**src/rtl/bit_stream_packer.sv**
```systemverilog
// Packs a serial bit stream MSB-first into DATA_WIDTH-bit words and queues them in a FIFO for a valid/ready consumer.
// Optional JPEG byte destuffing (drop 00 after FF) is enabled by defining PACKER_DESTUFF_EN.
module bit_stream_packer #(
  parameter int DATA_WIDTH = 8,
  parameter int FIFO_DEPTH = 16
) (
  input  logic                          clk,
  input  logic                          rst,
  input  logic                          input_bit,
  input  logic                          is_new_input_bit,
  input  logic                          flush,
  output logic [DATA_WIDTH-1:0]         out_data,
  output logic                          out_valid,
  input  logic                          out_ready,
  output logic [$clog2(FIFO_DEPTH):0]   fifo_level,
  output logic                          overflow
);

  localparam int CNT_W = $clog2(DATA_WIDTH);
  localparam int PTR_W = $clog2(FIFO_DEPTH);

  logic [DATA_WIDTH-1:0] shift_q, shift_d;
  logic [CNT_W-1:0]      cnt_q, cnt_d;
  logic [PTR_W-1:0]      wr_ptr_q, wr_ptr_d, rd_ptr_q, rd_ptr_d;
  logic [PTR_W:0]        level_q, level_d;
  logic                  overflow_q, overflow_d;
  logic [DATA_WIDTH-1:0] mem_q [FIFO_DEPTH];
  logic [DATA_WIDTH-1:0] mem_d [FIFO_DEPTH];

  logic [DATA_WIDTH-1:0] shift_a, padded, push_word;
  logic [CNT_W-1:0]      cnt_a;
  logic [CNT_W:0]        pad_n;
  logic                  word_done, pad_push, push_req, suppress;
  logic                  full, pop, push_ok;

`ifdef PACKER_DESTUFF_EN
  logic prev_ff_q, prev_ff_d;
`endif

  // Packing: the strobed bit is absorbed before any flush padding is considered.
  always_comb begin
    shift_a   = shift_q;
    cnt_a     = cnt_q;
    word_done = 1'b0;
    if (is_new_input_bit) begin
      shift_a   = {shift_q[DATA_WIDTH-2:0], input_bit};
      word_done = (cnt_q == CNT_W'(DATA_WIDTH - 1));
      cnt_a     = word_done ? '0 : cnt_q + CNT_W'(1);
    end
    pad_push  = flush && !word_done && (cnt_a != '0);
    pad_n     = (CNT_W+1)'(DATA_WIDTH) - {1'b0, cnt_a};
    padded    = (shift_a << pad_n) | ~({DATA_WIDTH{1'b1}} << pad_n);
    push_req  = word_done || pad_push;
    push_word = word_done ? shift_a : padded;
    shift_d   = shift_a;
    cnt_d     = pad_push ? '0 : cnt_a;
  end

`ifdef PACKER_DESTUFF_EN
  // The FF history tracks every completed word, including ones later dropped on overflow.
  always_comb begin
    suppress  = 1'b0;
    prev_ff_d = prev_ff_q;
    if (push_req) begin
      if (prev_ff_q && (push_word == '0)) begin
        suppress  = 1'b1;
        prev_ff_d = 1'b0;
      end else begin
        prev_ff_d = (push_word == {DATA_WIDTH{1'b1}});
      end
    end
  end
`else
  assign suppress = 1'b0;
`endif

  always_comb begin
    full       = (level_q == (PTR_W+1)'(FIFO_DEPTH));
    pop        = (level_q != '0) && out_ready;
    push_ok    = push_req && !suppress && (!full || pop);
    overflow_d = overflow_q || (push_req && !suppress && full && !pop);
    wr_ptr_d   = push_ok ? wr_ptr_q + PTR_W'(1) : wr_ptr_q;
    rd_ptr_d   = pop ? rd_ptr_q + PTR_W'(1) : rd_ptr_q;
    level_d    = level_q + (PTR_W+1)'(push_ok) - (PTR_W+1)'(pop);
    mem_d      = mem_q;
    if (push_ok) mem_d[wr_ptr_q] = push_word;
  end

  always_ff @(posedge clk or negedge rst) begin
    if (!rst) begin
      shift_q    <= '0;
      cnt_q      <= '0;
      wr_ptr_q   <= '0;
      rd_ptr_q   <= '0;
      level_q    <= '0;
      overflow_q <= 1'b0;
      mem_q      <= '{default: '0};
    end else begin
      shift_q    <= shift_d;
      cnt_q      <= cnt_d;
      wr_ptr_q   <= wr_ptr_d;
      rd_ptr_q   <= rd_ptr_d;
      level_q    <= level_d;
      overflow_q <= overflow_d;
      mem_q      <= mem_d;
    end
  end

`ifdef PACKER_DESTUFF_EN
  always_ff @(posedge clk or negedge rst) begin
    if (!rst) prev_ff_q <= 1'b0;
    else      prev_ff_q <= prev_ff_d;
  end
`endif

  assign out_data   = mem_q[rd_ptr_q];
  assign out_valid  = (level_q != '0);
  assign fifo_level = level_q;
  assign overflow   = overflow_q;

endmodule

```
**config.mk**
```make
export PLATFORM = sky130hd
export DESIGN_NAME = bit_stream_packer
export DESIGN_NICKNAME = d
export VERILOG_FILES = /design/src/rtl/bit_stream_packer.sv
export SDC_FILE = /design/constraint.sdc
export NUM_CORES = 1
export LEC_CHECK = 0
export ABC_AREA = 1
export CAP_MARGIN = 15
export CORE_MARGIN = 2
export CORE_UTILIZATION = 37
export CTS_CLUSTER_SIZE = 25
export DETAILED_ROUTE_END_ITERATION = 8
export DONT_BUFFER_PORTS = 1
export PLACE_DENSITY_LB_ADDON = 0.12
export SLEW_MARGIN = 20
export SYNTH_ARGS = -nofsm -noshare
export SYNTH_HDL_FRONTEND = slang
export SYNTH_SLANG_ARGS = --single-unit
export TNS_END_PERCENT = 20
```
**constraint.sdc**
```tcl
create_clock -name clk -period 8.3 [get_ports clk]
set_clock_uncertainty 0.05 [all_clocks]
set_input_delay 1.66 -clock clk [delete_from_list [all_inputs] [get_ports clk]]
set_output_delay 1.66 -clock clk [all_outputs]
set_load 0.1 [all_outputs]
```
# After elaboration in Yosys (flattened, before gate mapping)
# Cells that the tools add are included.
# Widths: inputs -> output; s select.
[totals]
regBits = 153
latchBits = 0
ramBits = 0
romBits = 0
input_bits = 6
output_inout_bits = 15
word_cells = 66
memories = 0
[op_classes]
n_addsub = 6
n_mul = 0
n_div = 0
order_cmp = 3
n_eq_ne = 2
shifts = 2
muxes = 12
bitwise_logic = 4
reduce_logical = 15
[op_table]
columns = ["operator", "count"]
rows = [
  ["$bwmux 128", 1],
  ["$mux 8", 5],
  ["$bmux 8 s4", 1],
  ["$demux 8 s4", 1],
  ["$ge 5x5->1 const B", 2],
  ["$not 4->5", 2],
  ["$mux 3", 3],
  ["$add 4x1->4 const B", 2],
  ["$not 8->8", 1],
  ["$or 8x8->8", 1],
  ["$shl 8x4->8", 1],
  ["$shl 8x4->8 const A", 1],
  ["$logic_and 1x1->1", 7],
  ["$add 5x1->5", 1],
  ["$eq 5x5->1 const B", 1],
  ["$lt 5x1->1 const B", 1],
  ["$reduce_bool 5->1", 1],
  ["$sub 5x1->5", 1],
  ["$sub 4x3->4 const A", 1],
  ["$add 3x1->3 const B", 1],
  ["$eq 3x3->1 const B", 1],
  ["$logic_not 1->1", 3],
  ["$logic_or 1x1->1", 3],
  ["$reduce_bool 3->1", 1],
  ["$mux 1", 1],
]

# Depth between registers and ports, before layout
[logic_depth]
word_depth = 9
depth_mapped = 17
ltp_nobuf = 15

# Worst setup path before layout
# No wires, ideal clock.
[synth_timing]
kind = "input -> register"
startpoint = "input is_new_input_bit"
endpoint = "register level_q[4], in the netlist fifo_level[4]"
setup_time_ps = 80
arrival_ps = 4118
required_ps = 8170
slack_ps = 4053
stages = 15
n_path_buf = 2
cell_sequence = "buf_6 nand2_1 nand3_4 buf_6 ha_1 ha_1 o21ai_4 nand2_4 ha_1 inv_1 ha_1 inv_1 fa_1 o21ai_0 xor2_1"
[synth_via]
elab_chain_cells = 8
elab_cells_between_ends = 10
cone_classes = "2 x add/sub; 2 x mux; 6 x reduce/logical"
[synth_lines]
columns = ["item", "line_no", "source"]
rows = [
  ["from (decl)", "10", "input logic is_new_input_bit,"],
  ["$mux 1", "45", "if (is_new_input_bit) begin"],
  ["$logic_not 1->1", "50", "pad_push = flush && !word_done && (cnt_a != '0);"],
  ["$logic_and 1x1->1 (2 in a row)", "50", ""],
  ["$logic_or 1x1->1 *", "53", "push_req = word_done || pad_push;"],
  ["$logic_and 1x1->1 *", "80", "push_ok = push_req && !suppress && (!full || pop);"],
  ["$add 5x1->5 *", "84", "level_d = level_q + (PTR_W+1)'(push_ok) - (PTR_W+1)'(pop);"],
  ["$sub 5x1->5 *", "84", ""],
  ["net level_d[4]", "25", "logic [PTR_W:0] level_q, level_d;"],
  ["to (signal assigned)", "103", "level_q <= level_d;"],
  ["to (decl)", "25", ""],
]
# Mark *: on every way through the listed nets, which the timed path passes. The rest lies on a longest branch.
# A chain may end at the register's enable or synchronous reset.

# Worst setup path in the final report
[layout_timing]
startpoint = "register rd_ptr_q[1]"
endpoint = "output out_data[6]"
[layout_via]
elab_chain_cells = 4
[layout_lines]
columns = ["item", "line_no", "source"]
rows = [
  ["from (decl)", "24", "logic [PTR_W-1:0] wr_ptr_q, wr_ptr_d, rd_ptr_q, rd_ptr_d;"],
  ["from (signal assigned)", "102", "rd_ptr_q <= rd_ptr_d;"],
  ["$not 4->5 (implied by the code)", "116", "assign out_data = mem_q[rd_ptr_q];"],
  ["$bmux 8 s4", "116", ""],
  ["$mux 8 (implied by the code) (2 in a row)", "116", ""],
  ["to (decl)", "12", "output logic [DATA_WIDTH-1:0] out_data,"],
]
# Every way passes these cells. The select of a mux whose other input is x is not followed.

==> metrics.md <==
| Metric | Value |
|---|---|
| Critical path class | reg -> out |
| CP Data Required Time | approximately 6.6 ns |
| Largest net degree at the start of global routing | 154 |
| Cells after Synth | around 950 |
| Total CTS buffers | 17 |
| First-pass iteration count of the detailed router | 5 |
| Commonest cells in the netlist | nand2_1, dfrtp_1, nand3_1 |
| Peak VDD IR | 0.201 mV |
| Post-route ant nets | 0 |
| Fin crit share | 55.7% |
| Worst-path cell chain | buf_4 -> o21ai_0 -> o221ai_1 -> nand3_1 -> nand2_1 |
| Hold_buf cts | 0 |
| Leak pwr | 0.00426 µW |
| EDFF count, synth | 0 |
| Unrepaired setup endpoints after global routing | false |
| Initial Utilization | a little under two fifths |
| DRT iter0 DRCs | ~430 |
| HP Class | reg -> reg |
| Post-CTS resize count | 0 |
| Slew margin rel. | 24.8% |
| CP max-delay cell | nand2_1 |
| Gr usage total | 20.8% |
| WL final | 22,200 µm |
| Max Cap Violations | 0 |
| DR vias/cell | roughly 5.1 |
| Async set-reset flop share out of synthesis | 100% |
| Area Overhead vs Synth | 9.02% |
| DP HPWL | 14,500 µm |
| Storage cell area | between 0.003 and 0.004 mm² |
| Global-route wire length before repair | between 30,000 and 40,000 µm |
| Critical path's top delay family | simple AND/OR/NAND/NOR gates |
| CTS tree | done |
| CTS root buffer | clkbuf_16 |
| Pins Over Slew Limit | 0 |
| Ant diodes | 0 |
| Final #Nets | 948 |
| CTS clk-pin slew, worst paths | about 0.06 ns |
| Worst-Margin Slew | 1.13 ns |
| Ys flop type | dfrtp_1 |
| Switching Fraction | 49.7% |
| Crit path launch type | register |
| Clk buf depth | 2 |
| Clk_lat worst skew | 0.42 ns |
| Seq cells post-synth | 153 |
| Synthesized cell area | between 0.007 and 0.008 mm² |
| GPL Wtd Cong | 0.810 |
| Initial antenna violation count | 0 |
| Sequential fraction of the synthesis area | 47.9% |
| Reg-to-reg startpoint | fifo_level[2] |
| Sequential share of power | 33.3% |
| Status | finished, final reports clean |
| Residual DRC count | 0 |
| NetSw | about 2100 µW |
| Power, Total | 4230 µW |
| Fmax | 0.216 GHz |
| TNS Setup | 0 ns |
| Largest area contributor in the netlist | dfrtp_1 |
| DIE HEIGHT | about 150 µm |
| Synthesized net count | 977 |
| Share of layout cells above drive strength 1 | between 10 and 15% |
| Gate power share | 47.0% |
| Synth top area cells | dfrtp_1, nand2_1, nand3_1 |
| Core ar. | 0.0211 mm² |
| IO buf count | 0 |
| Footprint of the multi-input gates | 0.00361 mm² |
| Worst R2R Path Depth | 13 |
| Crit path DAT | 2.92 ns |
| Fillers | 2,134 |
| Internal power | 2120 µW |
| Cell row count | 53 |
| Routed WL per cell | 18.4 µm |
| Crit end category | primary output |
| Vias in the first global route | 6,105 |
| Final hold vios | 0 |
| Tmin final | 4.63 ns |
| PD cells | about 490 mW/mm² |
| Setup violators final | 0 |
| Global route overflow | 0 |
| Reg-to-reg critical path endpoint | fifo_level[4] |
| Clock Sink Count | 153 |
| CP Depth | 5 |
| # Post-CTS Setup Buffers | 0 |
| Htree depth | 4 |
| Via count | 6,183 |
| Buf+Inv Stages, Crit Path | 1 |
| Most common cell in the netlist | nand2_1 |
| Chip width | between 150 and 200 µm |
| Avg Cell Area, Syn | between 8 and 9 µm² |
| Max FO, Critical Path | 42 |
| Reg-to-reg slack, setup | 4.06 ns |
| CP max stage delay | 0.71 ns |
| Die ar. | 0.0228 mm² |
| Clock group share of total power | between 10% and 20% |
| Crit path capture | out_data[6] |
| Critical path launch point | rd_ptr_q[1] |
| IO Pins | 21 |
| Synth cell types | 40 |
| Synth Warn # | 0 |
| Top cell type's share of synthesized area | 47.9% |
per-stage QoR:
step                hold WS [ns]  std cells  util (%)  setup WS, ns  cell area (µm²)
finish                     0.424       1211      41.3          3.67             8710
global route               0.441       1211      41.3          3.44             8710
CTS                        0.427       1211      41.3          3.67             8710
detailed placement         0.410       1179      38.3          3.92             8080
global placement           0.409       1179      38.3          3.96             8080
floorplan                  0.387        952         -          4.05             7990
power by group through the flow:
stage	Combinational, µW	Clock [µW]	Sequential (µW)
floorplan	1640	0	1340
global placement	2000	0	1420
detailed placement	2000	0	1420
CTS	2010	847	1410
global route	2210	880	1460
finish	1990	831	1410
layout make-up:
class,count,share of cell area [%]
sequential,153,44.0
multi-input combinational,679,41.5
clock buffer,19,4.97
tap,275,3.95
inverter,67,2.95
clock inverter,13,2.21
timing repair buffer,5,0.431
placed cells by master (no fill, tap or decap), types with 8 or more instances in the layout:
master,synthesis,final
nand2_1,288,288
dfrtp_1,153,151
nand3_1,93,93
nor2_1,64,64
inv_1,49,49
o21ai_1,47,47
o21ai_0,47,47
mux2i_1,22,22
o221ai_1,22,22
ha_1,18,18
clkbuf_16,0,17
inv_2,15,15
nor2_4,15,15
o211ai_1,10,10
nand2_2,8,8
xor2_1,8,8
how the worst min path moves through the flow:
stage | startpoint | endpoint | slack (ns) | cells after the start
after floorplan | shift_q[7] | shift_q[7] | 0.39 | 2
after global placement | mem_q[110] | mem_q[110] | 0.41 | 2
final | mem_q[110] | mem_q[110] | 0.42 | 2
after CTS | mem_q[110] | mem_q[110] | 0.43 | 2
after detailed placement | mem_q[110] | mem_q[110] | 0.41 | 2
after global routing | mem_q[63] | mem_q[63] | 0.44 | 2
state kept, by name, summed over array words and instances, names as in the netlist:
signal      count
mem_q         128
shift_q         8
fifo_level      5
rd_ptr_q        4
wr_ptr_q        4
cnt_q           3
overflow        1
routing by layer:
metal	global-route usage, %	wire (µm)	share of wire (%)	vias up
met5	0	0	0	-
li1	-	-	-	3071
met2	33.5	10500	47	80
met1	29.3	10800	49	3012
met3	3.58	607	2.7	20
met4	5.23	319	1.4	0
logic make-up (layout without fill, tap and decap cells):
family,Yosys count,in the layout,synth area share (%)
simple gates,484,484,27.1
flops,153,153,47.9
buf+inv,120,104,6.83
fa+ha+maj,19,19,3.07
mux,22,22,2.76
xor+xnor,10,10,1.10
compound gates,144,144,11.2
worst reg2reg max path: stages, from the launching register on:
cell and delay (ns):
dfrtp_1 0.96, inv_1 0.18, ha_1 0.26, nor3b_1 0.16, nand2_1 0.75, nand2_1 0.29
inv_1 0.23, ha_1 0.25, inv_1 0.05, ha_1 0.15, inv_1 0.06, fa_1 0.40
o21ai_0 0.22, xor2_1 0.16
Power figures use the tool's default switching activity.
